==> config.mk <==
export PLATFORM = sky130hd
export DESIGN_NAME = instr_fetch_buffer
export DESIGN_NICKNAME = d
export VERILOG_FILES = /design/src/rtl/instr_fetch_buffer_pkg.sv /design/src/rtl/instr_fetch_buffer_sync_fifo.sv /design/src/rtl/instr_fetch_buffer.sv
export SDC_FILE = /design/constraint.sdc
export NUM_CORES = 1
export LEC_CHECK = 0
export CAP_MARGIN = 20
export CORE_MARGIN = 4
export CORE_UTILIZATION = 64
export CTS_BUF_LIST = sky130_fd_sc_hd__clkbuf_4
export CTS_CLUSTER_SIZE = 40
export DETAILED_ROUTE_END_ITERATION = 8
export HOLD_SLACK_MARGIN = 0.03
export PLACE_DENSITY = 0.88
export SYNTH_ARGS = -nofsm -noshare
export SYNTH_HDL_FRONTEND = slang
export SYNTH_SLANG_ARGS = --single-unit
==> constraint.sdc <==
create_clock -name clk -period 6.27 [get_ports clk]
set_input_delay 0.9405 -clock clk [delete_from_list [all_inputs] [get_ports clk]]
set_output_delay 0.9405 -clock clk [all_outputs]
set_load 0.005 [all_outputs]
==> src/rtl/instr_fetch_buffer_pkg.sv <==
// Shared core constants and types for the instruction fetch buffer.
package instr_fetch_buffer_pkg;

   localparam int XLEN = 32;
   localparam int ILEN = 32;
   localparam logic [XLEN-1:0] RESET_PC_DEFAULT = 32'h0000_0000;

   typedef enum logic {
      ST_FETCH = 1'b0,
      ST_DRAIN = 1'b1
   } fetch_state_e;

   typedef struct packed {
      logic [XLEN-1:0] pc;
      logic [ILEN-1:0] data;
   } fetch_entry_t;

   function automatic logic [XLEN-1:0] align_word(input logic [XLEN-1:0] addr);
      return {addr[XLEN-1:2], 2'b00};
   endfunction

endpackage

==> src/rtl/instr_fetch_buffer_sync_fifo.sv <==
// Synchronous FIFO with flush and occupancy count; DEPTH must be a power of two.
module sync_fifo #(
   parameter int WIDTH = 32,
   parameter int DEPTH = 4
) (
   input  logic                   clk,
   input  logic                   rst_n,
   input  logic                   i_clear,
   input  logic                   i_push,
   input  logic [WIDTH-1:0]       i_wdata,
   input  logic                   i_pop,
   output logic [WIDTH-1:0]       o_rdata,
   output logic                   o_empty,
   output logic [$clog2(DEPTH):0] o_count
);

   localparam int AW = $clog2(DEPTH);
   localparam logic [AW:0] FULL_COUNT = (AW+1)'(DEPTH);

   logic [WIDTH-1:0] r_mem [DEPTH];
   logic [AW-1:0]    r_wr_ptr;
   logic [AW-1:0]    r_rd_ptr;
   logic [AW:0]      r_count;
   logic             w_full;
   logic             w_do_push;
   logic             w_do_pop;

   assign o_empty   = (r_count == '0);
   assign w_full    = (r_count == FULL_COUNT);
   assign w_do_pop  = i_pop && !o_empty;
   // A push into a full FIFO is legal when the head leaves in the same cycle.
   assign w_do_push = i_push && (!w_full || w_do_pop);
   assign o_rdata   = r_mem[r_rd_ptr];
   assign o_count   = r_count;

   // NOTE: state registers use non-blocking assignments so every flop samples pre-edge values.
   always_ff @(posedge clk or negedge rst_n) begin
      if (!rst_n) begin
         r_wr_ptr <= '0;
         r_rd_ptr <= '0;
         r_count  <= '0;
      end else if (i_clear) begin
         r_wr_ptr <= '0;
         r_rd_ptr <= '0;
         r_count  <= '0;
      end else begin
         if (w_do_push) r_wr_ptr <= r_wr_ptr + 1'b1;
         if (w_do_pop)  r_rd_ptr <= r_rd_ptr + 1'b1;
         case ({w_do_push, w_do_pop})
            2'b10:   r_count <= r_count + 1'b1;
            2'b01:   r_count <= r_count - 1'b1;
            default: ;
         endcase
      end
   end

   // NOTE: storage is not reset; r_count alone decides which slots hold live data.
   always_ff @(posedge clk) begin
      if (w_do_push) r_mem[r_wr_ptr] <= i_wdata;
   end

endmodule

==> src/rtl/instr_fetch_buffer.sv <==
// Instruction prefetch buffer: credit-limited fetch, in-order response queue, redirect with response drain.
module instr_fetch_buffer
   import instr_fetch_buffer_pkg::*;
#(
   parameter int              DEPTH    = 4,
   parameter logic [XLEN-1:0] RESET_PC = RESET_PC_DEFAULT
) (
   input  logic            clk,
   input  logic            rst,
   output logic            mem_req_valid,
   input  logic            mem_req_ready,
   output logic [XLEN-1:0] mem_req_addr,
   input  logic            mem_rsp_valid,
   input  logic [ILEN-1:0] mem_rsp_data,
   input  logic            redirect_valid,
   input  logic [XLEN-1:0] redirect_pc,
   output logic            instr_valid,
   input  logic            instr_ready,
   output logic [ILEN-1:0] instr,
   output logic [XLEN-1:0] instr_pc
);

   localparam int CW = $clog2(DEPTH) + 1;
   localparam logic [CW:0] CREDIT_LIMIT = (CW+1)'(DEPTH);

   fetch_state_e    r_state;
   fetch_state_e    w_state_nxt;
   logic [CW-1:0]   r_drop_cnt;
   logic [CW-1:0]   w_drop_nxt;
   logic [XLEN-1:0] r_fetch_pc;
   logic [XLEN-1:0] w_fetch_pc_nxt;

   logic [CW-1:0]   w_entry_count;
   logic [CW-1:0]   w_addrq_count;
   logic [CW-1:0]   w_outstanding;
   logic [CW:0]     w_credit_used;
   logic            w_entry_empty;
   logic            w_addrq_empty;
   logic [XLEN-1:0] w_addr_head;
   fetch_entry_t    w_head;
   fetch_entry_t    w_tail;
   logic            w_req_fire;
   logic            w_rsp_live;
   logic            w_rsp_drop;
   logic            w_pop;

   // Every request not yet answered: live ones sit in the address queue, dropped ones in r_drop_cnt.
   assign w_outstanding = r_drop_cnt + w_addrq_count;
   assign w_credit_used = {1'b0, w_entry_count} + {1'b0, w_outstanding};

   assign mem_req_valid = rst && (w_credit_used < CREDIT_LIMIT) && !redirect_valid
                          && (r_state == ST_FETCH);
   assign mem_req_addr  = r_fetch_pc;
   assign w_req_fire    = mem_req_valid && mem_req_ready;

   assign w_rsp_live = mem_rsp_valid && !redirect_valid && (r_state == ST_FETCH) && !w_addrq_empty;
   assign w_rsp_drop = mem_rsp_valid && !redirect_valid && (r_state == ST_DRAIN);
   assign w_tail     = '{pc: w_addr_head, data: mem_rsp_data};

   assign instr_valid = !w_entry_empty;
   assign w_pop       = instr_valid && instr_ready;
   assign instr       = instr_valid ? w_head.data : '0;
   assign instr_pc    = instr_valid ? w_head.pc   : '0;

   sync_fifo #(
      .WIDTH ($bits(fetch_entry_t)),
      .DEPTH (DEPTH)
   ) u_entry_fifo (
      .clk     (clk),
      .rst_n   (rst),
      .i_clear (redirect_valid),
      .i_push  (w_rsp_live),
      .i_wdata (w_tail),
      .i_pop   (w_pop),
      .o_rdata (w_head),
      .o_empty (w_entry_empty),
      .o_count (w_entry_count)
   );

   sync_fifo #(
      .WIDTH (XLEN),
      .DEPTH (DEPTH)
   ) u_addr_queue (
      .clk     (clk),
      .rst_n   (rst),
      .i_clear (redirect_valid),
      .i_push  (w_req_fire),
      .i_wdata (r_fetch_pc),
      .i_pop   (w_rsp_live),
      .o_rdata (w_addr_head),
      .o_empty (w_addrq_empty),
      .o_count (w_addrq_count)
   );

   // NOTE: every always_comb output gets a default first so no path can infer a latch.
   always_comb begin
      w_drop_nxt     = r_drop_cnt;
      w_fetch_pc_nxt = r_fetch_pc;
      case (r_state)
         ST_FETCH: if (w_req_fire) w_fetch_pc_nxt = r_fetch_pc + XLEN'(4);
         ST_DRAIN: if (w_rsp_drop && r_drop_cnt != '0) w_drop_nxt = r_drop_cnt - 1'b1;
         default:  ;
      endcase
      // A response in the redirect cycle is itself discarded, so it leaves the count.
      if (redirect_valid) begin
         w_fetch_pc_nxt = align_word(redirect_pc);
         w_drop_nxt     = (mem_rsp_valid && w_outstanding != '0) ? w_outstanding - 1'b1
                                                                 : w_outstanding;
      end
      w_state_nxt = (w_drop_nxt != '0) ? ST_DRAIN : ST_FETCH;
   end

   always_ff @(posedge clk or negedge rst) begin
      if (!rst) begin
         r_state    <= ST_FETCH;
         r_drop_cnt <= '0;
         r_fetch_pc <= RESET_PC;
      end else begin
         r_state    <= w_state_nxt;
         r_drop_cnt <= w_drop_nxt;
         r_fetch_pc <= w_fetch_pc_nxt;
      end
   end

endmodule

# After elaboration in Yosys (flattened, before gate mapping)

Memories as Yosys holds them, arrays and structs flattened.
Index checks and enable logic that the tools add are counted.

Reduce and logical (&&, ||, !) cells: 35
Order comparisons: 1
Eq/ne operators: 7
Divide/modulo/power cells: 0
$add $sub $neg: 13
Multiply operators: 0
Bitwise operators: 1
Multiplexer cells: 26
Shift operators: 0

Operators by type and width:

| cell                    | count |
|---|---|
| $mux W32                | 5 |
| $add A32 B3 Y32 const B | 1 |
| $mux W3                 | 6 |
| $mux W2                 | 8 |
| $logic_and A1 B1 Y1     | 15 |
| $reduce_bool A3 Y1      | 5 |
| $pmux W3 S2             | 2 |
| $sub A3 B1 Y3 const B   | 4 |
| $reduce_bool A2 Y1      | 5 |
| $add A2 B1 Y2 const B   | 4 |
| $add A3 B1 Y3 const B   | 2 |
| $eq A3 B3 Y1 const B    | 2 |
| $logic_not A3 Y1        | 2 |
| $logic_not A1 Y1        | 5 |
| $mux W1                 | 5 |
| $add A3 B3 Y4           | 1 |
| $eq A2 B1 Y1 const B    | 2 |
| $eq A2 B2 Y1 const B    | 2 |
| $lt A4 B3 Y1 const B    | 1 |
| $add A3 B3 Y3           | 1 |
| $logic_or A1 B1 Y1      | 2 |
| $ne A2 B2 Y1 const B    | 1 |
| $reduce_and A2 Y1       | 1 |
| $not A1 Y1              | 1 |

Output and inout bits: 98
Memory bits (read-only): 0
Flip-flop bits (word level): 50
Bits in writable memories: 384
Bits in latches: 0
Memories kept: 2

Memory list:

| name               | depth | width | read ports | clocked after Yosys merged registers in | wr ports | line                               | source |
|---|---|---|---|---|---|---|---|
| u_entry_fifo.r_mem | 4     | 64    | 1          | 0                                       | 1        | instr_fetch_buffer_sync_fifo.sv:20 | `logic [WIDTH-1:0] r_mem [DEPTH];` |
| u_addr_queue.r_mem | 4     | 32    | 1          | 0                                       | 1        | instr_fetch_buffer_sync_fifo.sv:20 |  |

# Logic depth before layout (Yosys ltp)

Word-level depth: 11
Depth in mapped cells: 14
Depth with buffers taken out: 13

# Modules after synthesis

A second synthesis with hierarchy kept.

Cell total of the unflattened synthesis: 958
Area, all modules: 17636.9 sq um

Modules (own cells, without submodules):

| module                    | times used | seq. area each (sq um) | cells an instance | area each (sq um) |
|---|---|---|---|---|
| sync_fifo at u_entry_fifo | 1          | 7862.5                 | 396               | 9786.9 |
| sync_fifo at u_addr_queue | 1          | 4018.9                 | 231               | 5193.7 |
| instr_fetch_buffer        | 1          | 850.8                  | 331               | 2656.3 |

# Least setup slack after synthesis

OpenSTA, ideal clock, no wires.

Kind: input -> register
Start: in redirect_valid
End: mem u_entry_fifo.r_mem[0][0] (netlist name) (enable)
Library setup time: 427 ps
Arrival time: 3380 ps
Cell stages on the path: 6
Setup slack: 2463 ps
Buffers on the path: 3
Data required time: 5843 ps
Cells stage by stage: clkbuf_8 > nor3b_2 > a21boi_2 > buf_4 > buf_4 > and3_1

Cells in the longest elaborated chain, start to end: 7

Ends and longest elaborated chain:

| item                             | line                               | source |
|---|---|---|
| from (decl)                      | instr_fetch_buffer.sv:15           | `input logic redirect_valid,` |
| $logic_not A1 Y1                 | instr_fetch_buffer.sv:56           | `assign w_rsp_live = mem_rsp_valid && !redirect_valid && (r_state == ST_FETCH) && !w_addrq_empty;` |
| $logic_and A1 B1 Y1 (3 in a row) | instr_fetch_buffer.sv:56           |  |
| $logic_and A1 B1 Y1              | instr_fetch_buffer_sync_fifo.sv:32 | `assign w_do_push = i_push && (!w_full \|\| w_do_pop);` |
| $mux W1                          | instr_fetch_buffer_sync_fifo.sv:59 | `if (w_do_push) r_mem[r_wr_ptr] <= i_wdata;` |
| $mux W1 (implied by the code)    | instr_fetch_buffer_sync_fifo.sv:59 |  |
| to (decl)                        | instr_fetch_buffer_sync_fifo.sv:20 |  |

Every way passes these cells.

# Worst setup path after layout

Start: reg u_entry_fifo.r_rd_ptr[0]
End: out instr[17]

Cells in the longest elaborated chain, start to end: 2

Ends and longest elaborated chain:

| item                   | line                               | source |
|---|---|---|
| from (decl)            | instr_fetch_buffer_sync_fifo.sv:22 | `logic [AW-1:0] r_rd_ptr;` |
| from (signal assigned) | instr_fetch_buffer_sync_fifo.sv:48 | `if (w_do_pop) r_rd_ptr <= r_rd_ptr + 1'b1;` |
| $mem_v2 Z4 W64         | --                                 |  |
| $mux W32               | instr_fetch_buffer.sv:62           | `assign instr = instr_valid ? w_head.data : '0;` |
| to (decl)              | instr_fetch_buffer.sv:19           | `output logic [ILEN-1:0] instr,` |

Every way passes these cells.

==> results.cfg <==
[drt]
viasPerCell = 5.97
drc_errors = 0
firstDrtPassIters = 5
vias = 9324
ant_nets = 0
wire_per_inst_microns = 20.9
drt-total-wl_microns = 32700
drt-initial-drc-count = 888

[global_route]
grt_pass1_vias = 9928
grt_use_total_pct = 23.5
grt_overflow = 0
grt_start_max_net_pins = 66
grt_pass1_wl_microns = 53000
antenna_found_initial = 1

[critical_path]
path_cells = buf_4, mux4_2, and2_1, clkdlybuf4s50_1
crit_type = flip-flop to output pin
cp_slowest_stage_delay_ns = 0.93
crit_fanout = 41
critPathBufInv = 2
path_delay_family = buffers and inverters
arrival_ns = 3.46
slowest_stage = dfrtp_4
end_kind = output pin
cp.required_ns = 5.33
start_kind = flip-flop

[place]
dp_cells = 1371
dp_hpwl_microns = 20600
gp_congestion = 0.819
port_buffers = 161

[logic_synthesis]
avgSynthCellArea_sq_um = 18.6
synth-warning-count = 0
synth_edf_count = 368
syn_area_sq_mm = 0.0169
synthCells = 908
synthDistinctLibCells = 59
synth_seq_cells = 416
synth-async-reset-ratio_pct = 11.5
seq_area_frac_synth_pct = 72.5
synth_flop_cell = edfxtp_1

[floorplanning]
start_util_pct = 64.9
die_area_sq_mm = 0.0291
die_h_microns = 171
row_count = 59
fp.dieW_microns = 171
core_area_sq_mm = 0.0261
ioPinCount = 168

[sta]
post-route-period-util_pct = 70.2
min_period_ns = 4.40
skew_ns = 0.0497
rsz0062_at_grt = no
hold-worst-slack_ns = 0.323
tightest_slew_ns = 0.966
drv_slew = 0
slew_headroom_pct = 35.2
setup_violations = 0
hold_viol = 0
tns_ns = 0
timing.fmax_mhz = 227

[pwr]
p_seq_share_pct = 55.7
p_int_mw = 4.40
p_total_mw = 5.61
p_leak_nw = 6.75
pwr-share-clk_pct = 39.5
vdd_drop_max_mv = 0.209
power_density_mw_per_mm2 = 278
p_switching_mw = 1.21
switching_share_pct = 21.6
power_frac_comb_pct = 4.8

[final_layout]
layout_commonest_cell = edfxtp_1
final_cell_mix = edfxtp_1, clkdlybuf4s50_1, clkbuf_4, mux4_2, and2_1
final_nets = 1229
layout-drive-gt1-share_pct = 24.9
instances_no_fill = 1561
syn_to_final_growth_pct = 19.3

[cts]
cts_tree = done
post_cts_buffers = 0
hold_buffers = 0
cts_buffers = 101
htree_levels = 3
cts_resized = 0
clock_latency_ns = 0.71
clk_pin_slew_ns = 0.06
clock_path_buffers = 3
root_buffer = clkbuf_4
clock_sinks = 416

[outcome]
outcome = completed

[hold_path]
hold_class = input pin to async pin

[run]
max_cap_viol_count = 0
path summary, 6_finish.rpt:
path                                          startpoint                  endpoint  slack [ns]  cells past startpoint
worst max register to register             r_drop_cnt[0]  u_addr_queue.r_mem[0][6]        2.33                     11
worst min register to register  u_addr_queue.r_wr_ptr[1]  u_addr_queue.r_wr_ptr[1]        0.60                      2
min in group clk                u_addr_queue.r_wr_ptr[1]  u_addr_queue.r_wr_ptr[1]        0.60                      2
worst min-delay path                                 rst             r_drop_cnt[2]        0.32                      2
max in group asynchronous                            rst  u_entry_fifo.r_rd_ptr[0]        5.47                      2
worst max-delay path            u_entry_fifo.r_rd_ptr[0]                 instr[17]        1.87                      4
through the flow:
stage / cell area (sq um) / utilization [%] / worst slack [ns]
after floorplan: 16900 / - / 2.46
after global placement: 18800 / 72.1 / 2.20
after detailed placement: 18800 / 72.1 / 2.06
after CTS: 20100 / 77.3 / 1.70
after global routing: 20200 / 77.4 / 1.55
final: 20200 / 77.4 / 1.87
area by class of cell:
cell class / instances / area [sq um]
Antenna cell: 1 / 2.50
Sequential cell: 416 / 12300
Clock buffer: 154 / 1160
Multi-Input combinational cell: 426 / 4340
Tap cell: 335 / 419
Clock inverter: 34 / 195
Inverter: 18 / 67.6
Timing Repair Buffer: 177 / 1730
Fill cell: 1414 / 5890
power groups by stage:
stage	Sequential (mW)	Combinational (mW)	Clock, mW
after floorplan	3.16	0.145	0
after global placement	3.17	0.261	0
after detailed placement	3.18	0.269	0
after CTS	3.12	0.271	2.28
after global routing	3.13	0.305	2.46
final	3.12	0.269	2.22
layer usage:
metal / global-route usage, % / wire (microns)
met1: 33.1 / 13100
met2: 38.3 / 16500
met3: 5.64 / 2670
met4: 6.15 / 401
met5: 0 / 0
synthesized netlist by cell type, drive strengths merged, types with 9 or more instances:
master | instances | area (sq um)
nand2 | 40 | 150
mux4 | 92 | 2070
edfxtp | 368 | 11100
ha | 16 | 200
inv | 18 | 67.6
o21ai | 18 | 90.1
and3 | 13 | 85.1
o311ai | 9 | 78.8
clkbuf | 25 | 104
buf | 25 | 160
a21oi | 9 | 45.0
nand4 | 13 | 93.8
xnor2 | 11 | 96.3
and2 | 69 | 432
nor2 | 25 | 125
dfrtp | 48 | 1200
nand3 | 23 | 120
o211ai | 13 | 97.6
state kept, by name, summed over array words and instances, names as in the netlist:
name	cells
u_entry_fifo.r_mem	248
u_addr_queue.r_wr_ptr	2
u_addr_queue.o_count	3
r_state	1
u_addr_queue.r_mem	120
u_entry_fifo.r_wr_ptr	2
u_addr_queue.r_rd_ptr	2
r_drop_cnt	3
u_entry_fifo.r_rd_ptr	2
mem_req_addr	30
u_entry_fifo.o_count	3
cell families (layout without fill, tap and decap cells):
| group | count (synthesis) | count (layout) | synth area share, % |
|---|---|---|---|
| simple gates | 214 | 214 | 7.34 |
| fa+ha+maj | 19 | 19 | 1.54 |
| buf+inv | 69 | 383 | 2.01 |
| flops | 416 | 416 | 72.5 |
| compound gates | 72 | 72 | 3.00 |
| mux | 99 | 99 | 12.7 |
| other cells | 1 | 5 | 0.0222 |
| xor+xnor | 18 | 18 | 0.932 |
worst register-to-register path: cells and delay by family (launching register included):
family / cells / cell delay [ns]
AND/OR/NAND/NOR: 3 / 1.17
adder cells (fa/ha/maj): 3 / 0.87
XOR/XNOR: 2 / 0.42
flip-flops: 1 / 0.41
buffers and inverters: 2 / 0.37
AO/OA/AOI/OAI: 1 / 0.27
Note: power is estimated with default switching activity, not from simulation.
